`src/rtl/multi_vc_fifo.sv`:
```
// multi_vc_fifo: NUM_VC virtual-channel FIFOs in one partitioned array, one write and one read port.
// Optional sticky overflow/underflow flags are built when MULTI_VC_FIFO_ERRCHK_EN is defined.
module multi_vc_fifo #(
  parameter int DATA_W = 8,
  parameter int ADDR_W = 2,
  parameter int NUM_VC = 4,
  parameter int AFULL_LVL = (1 << ADDR_W) - 1,
  localparam int VC_W = $clog2(NUM_VC),
  localparam int CNT_W = ADDR_W + 1
) (
  input  logic                    i_clk,
  input  logic                    i_arst_n,
  input  logic                    i_writeEn,
  input  logic [VC_W-1:0]         i_writeVc,
  input  logic [DATA_W-1:0]       i_writeData,
  input  logic                    i_readEn,
  input  logic [VC_W-1:0]         i_readVc,
  output logic [DATA_W-1:0]       o_readData,
  output logic [NUM_VC-1:0]       o_full,
  output logic [NUM_VC-1:0]       o_empty,
  output logic [NUM_VC-1:0]       o_almostFull,
  output logic [NUM_VC*CNT_W-1:0] o_count,
  output logic [1:0]              o_err,
  input  logic                    i_errClr
);
  localparam int DEPTH = 1 << ADDR_W;
  localparam logic [CNT_W-1:0] AF = AFULL_LVL[CNT_W-1:0];
  localparam logic [CNT_W-1:0] FULL_XOR = {1'b1, {ADDR_W{1'b0}}};
  logic [CNT_W-1:0] wp [NUM_VC];
  logic [CNT_W-1:0] rp [NUM_VC];
  logic [DATA_W-1:0] mem [NUM_VC*DEPTH];
  logic wr_in, rd_in, wr_ok, rd_ok, rd_valid;
  logic [CNT_W-1:0] wp_sel, rp_sel;
  if (NUM_VC == (1 << VC_W)) begin : g_pow2
    assign wr_in = 1'b1;
    assign rd_in = 1'b1;
  end else begin : g_npow2
    assign wr_in = i_writeVc < VC_W'(NUM_VC);
    assign rd_in = i_readVc < VC_W'(NUM_VC);
  end
  for (genvar v = 0; v < NUM_VC; v++) begin : g_vc
    logic [CNT_W-1:0] cnt;
    assign cnt = wp[v] - rp[v];
    assign o_empty[v] = wp[v] == rp[v];
    assign o_full[v] = (wp[v] ^ rp[v]) == FULL_XOR;
    assign o_almostFull[v] = cnt >= AF;
    assign o_count[v*CNT_W +: CNT_W] = cnt;
  end
  assign wp_sel = wp[i_writeVc];
  assign rp_sel = rp[i_readVc];
  assign wr_ok = i_writeEn && wr_in && !o_full[i_writeVc];
  assign rd_valid = rd_in && !o_empty[i_readVc];
  assign rd_ok = i_readEn && rd_valid;
  assign o_readData = rd_valid ? mem[{i_readVc, rp_sel[ADDR_W-1:0]}] : '0;
  // per-VC pointers advance only on accepted requests; reset is immediate
  always_ff @(posedge i_clk or negedge i_arst_n)
    if (!i_arst_n) begin
      for (int i = 0; i < NUM_VC; i++) begin
        wp[i] <= '0;
        rp[i] <= '0;
      end
    end else begin
      if (wr_ok) wp[i_writeVc] <= wp_sel + 1'b1;
      if (rd_ok) rp[i_readVc] <= rp_sel + 1'b1;
    end
  // storage is not reset; each VC owns its own DEPTH-word slice
  always_ff @(posedge i_clk)
    if (wr_ok) mem[{i_writeVc, wp_sel[ADDR_W-1:0]}] <= i_writeData;
`ifdef MULTI_VC_FIFO_ERRCHK_EN
  logic [1:0] err;
  // sticky error bits, a new error wins over a same-cycle clear
  always_ff @(posedge i_clk or negedge i_arst_n)
    if (!i_arst_n) err <= '0;
    else err <= {(err[1] & ~i_errClr) | (i_readEn & ~rd_ok), (err[0] & ~i_errClr) | (i_writeEn & ~wr_ok)};
  assign o_err = err;
`else
  logic unused_err_clr;
  assign unused_err_clr = i_errClr;
  assign o_err = 2'b00;
`endif
endmodule

```
`config.mk`:
```
export PLATFORM = sky130hd
export DESIGN_NAME = multi_vc_fifo
export DESIGN_NICKNAME = d
export VERILOG_FILES = /design/src/rtl/multi_vc_fifo.sv
export SDC_FILE = /design/constraint.sdc
export NUM_CORES = 1
export LEC_CHECK = 0
export CAP_MARGIN = 25
export CORE_ASPECT_RATIO = 1.1
export CORE_MARGIN = 8
export CORE_UTILIZATION = 63
export CTS_BUF_LIST = sky130_fd_sc_hd__clkbuf_8 sky130_fd_sc_hd__clkbuf_16
export DETAILED_ROUTE_END_ITERATION = 10
export GPL_TIMING_DRIVEN = 0
export PLACE_DENSITY = 0.93
export SYNTH_ARGS = -nofsm -noshare
export SYNTH_HDL_FRONTEND = slang
export SYNTH_SLANG_ARGS = --single-unit
```
`constraint.sdc`:
```
create_clock -name i_clk -period 5.88 [get_ports i_clk]
set_clock_uncertainty 0.15 [all_clocks]
set_input_delay 1.176 -clock i_clk [delete_from_list [all_inputs] [get_ports i_clk]]
set_output_delay 1.176 -clock i_clk [all_outputs]
set_load 0.01 [all_outputs]
```
==> results.yml <==
outcome:
  status: "completed"
yosys:
  netlist_area_um2: 6690
  synth_compound_area_frac: 0.0566
  ys_seq_elements: 152
  seq_area_frac_synth: 0.664
  synth_top_cell_by_area: "edfxtp_1"
  synth_cell_types: 39
  synth_adder_area_share: 0.0363
  synth-xor-area-share: 0.0131
  synth.avg_cell_area_um2: 14.8
  yosys.area_share.simple: 0.0994
  syn_inst: 452
  yosysWarnings: 0
  synth_area_leaders: "edfxtp_1 57%, dfrtp_1 9.0%, mux2i_1 5.7%, nand2_1 3.6%, a32oi_1 2.7%"
  synthMuxAreaShare: 0.103
  yosysTopAreaCellShare: 0.574
  synth_top_family_by_area: "multiplexers"
clock_tree:
  post_cts_buffers: 0
  worstSkewPairLatency_ns: 0.42
  cts_buffers: 17
  root_buffer: "clkbuf_16"
  htreeDepth: 4
  hold_buffers: 0
  cts_tree: "done"
  clk_path_buf_depth: 2
  path_clk_slew_ns: 0.05
  post_cts_resized: 0
  cts_sinks: 152
route:
  num_vias: 4275
  routed_wl_mm: 15.7
  wire_per_inst_um: 23.4
  drt_iter0_markers: 529
  ant_nets: 0
  drc_errors: 0
  dr.pass1.iters: 5
  viasPerCell: 6.35
global_routing:
  met2_usage: 0.376
  track_usage: 0.232
  grt_max_degree: 25
  grtUsageMet3: 0.0563
  grt_pass1_vias: 4264
  grt_busiest_layer: "met2"
  grt_pass1_wl_mm: 24.1
  grt_antenna_before_repair: 0
  overflow: 0
  use_met1: 0.289
min_path:
  worstHoldPathCells: 2
  hold_end: "rp[9]"
  hp-class: "reg -> reg"
  hp-start: "rp[9]"
worst_setup_path:
  arrival_ns: 3.84
  reg2reg_depth: 6
  cpMaxStageDelayCell: "nor3_1"
  criticalPathCategory: "in -> out"
  worstReg2RegEnd: "mem[8][3]"
  reg2reg_slack_ns: 3.11
  crit_chain: "clkdlybuf4s50_1 > clkbuf_8 > nor3_1 > nand3_1 > and4_1 > and3_1 > clkdlybuf4s50_1"
  r2r_start: "rp[4]"
  path_delay_family: "simple AND/OR/NAND/NOR gates"
  critical_path_depth: 7
  cp_data_required_time_ns: 4.55
  end_kind: "output port"
  cp_common_cell: "clkdlybuf4s50_1"
  cpPeakStageDelay_ns: 0.88
  critPathBufInv: 3
  path_max_fanout: 10
  startpoint: "i_readVc[1]"
  startpoint_type: "input port"
die:
  pin_count: 51
  die_area_um2: 14200
  dieHeight_um: 124
  start_util: 0.644
  rows: 39
  fp.dieW_um: 114
  core_um2: 10400
power:
  irDropWorstVdd_uv: 366
  power.leakage_nw: 2.89
  p_per_area_nw_per_um2: 557
finish:
  mostFrequentLayoutCell: "edfxtp_1"
  area_delta_synth_final_pct: 17.6
  final_area_um2: 7870
  layout_common_cells: "128 x edfxtp_1, 64 x nand2_1, 44 x clkdlybuf4s50_1, 38 x mux2i_1, 24 x dfrtp_1"
  layout-drive-gt1-share: 0.126
  final_nets: 552
  postLayoutCoreUtil: 0.757
  insertedDiodeCount: 0
placement:
  place_congestion: 0.870
  placed_area_um2: 7320
  port_buffers: 44
  place_hpwl_mm: 10.3
sta:
  worst_pin_slew_ns: 1.09
  slew_viol_final: 0
  setup_tns_ns: 0
  setup_violations: 0
  hold_viol_final: 0
  period_needed_ns: 5.17
  slew_headroom: 0.270
  fmax_ghz: 0.194
  rsz0062_at_grt: "no"
  hold_slack_ns: 0.398
  layout_worst_path_cycle_share: 0.879
job:
  maxCapViolCount: 0
[worst max path at each step]
| stage | to | slack [ns] |
|---|---|---|
| finish | o_readData[6] | 0.71 |
| global route | o_readData[6] | 0.60 |
| CTS | o_readData[6] | 0.76 |
| detailed placement | o_readData[6] | 0.77 |
| global placement | o_readData[6] | 0.85 |
| floorplan | o_readData[0] | 2.05 |
[power breakdown]
group	switching, mW	internal (mW)
logic	1.02	0.932
registers	0.121	1.32
clock network	0.419	0.573
[flip-flops by register name (all words and copies together), names as in the netlist]
signal  count
mem       128
rp         12
wp         12
[per-layer routing]
layer / part of all wire / wire length (µm)
met1: 0.37 / 5810
met2: 0.50 / 7930
met4: 0.033 / 515
met3: 0.094 / 1470
met5: 0 / 0
[cell type report]
cell class	count	area, µm²
flip-flops and latches	152	4440
fillers	562	2520
multi-input cells	266	2070
repair buffers	46	460
clock buffers	17	425
well taps	143	179
plain buffers	17	115
clock inverters	14	110
inverters	18	67.6
[tightest hold or removal path, delay by kind of cell (launching register included)]
family | cells | cell delay (ns)
DFF | 1 | 0.39
AOI/OAI and AO/OA | 1 | 0.06
and+or+nand+nor | 1 | 0.06
[metrics by stage]
step                cells  worst slack, ns  power [mW]
CTS                   671            0.757        4.36
floorplan             453             2.05        2.49
finish                673            0.713        4.38
detailed placement    640            0.767        3.35
global placement      640            0.851        3.26
global route          673            0.598        4.56
[cells in the mapped netlist]
library cell  instances
dfrtp_1              24
fa_1                  4
or4b_1                1
buf_4                 3
clkbuf_8              2
nor3_1                4
mux2i_4               2
a32oi_1              21
and2_1               18
mux4_2                5
nor2b_1               1
a21o_1                4
mux2_2               11
inv_1                18
mux2i_1              38
nor4b_2               1
buf_6                 2
edfxtp_1            128
mux4_1                1
xor2_1                5
clkbuf_1              6
o221ai_1              1
a221oi_1              8
and4_1                8
ha_1                 13
a21oi_1              11
nor3b_1               1
and4bb_2              1
nand2_1              64
and3_1                2
nor2_1               18
nor3b_2               3
buf_2                 4
xnor2_1               5
and3_4                3
nand3_1               4
o22ai_1               1
conb_1                1
o21ai_0               5
[kinds of logic (layout without fill, tap and decap cells)]
family	Yosys count	in the layout
compound gates	51	51
flops	152	152
mux	57	57
simple gates	129	129
buf+inv	35	112
other cells	1	2
fa+ha+maj	17	17
xor+xnor	10	10
(Power assumes the default switching activity.)
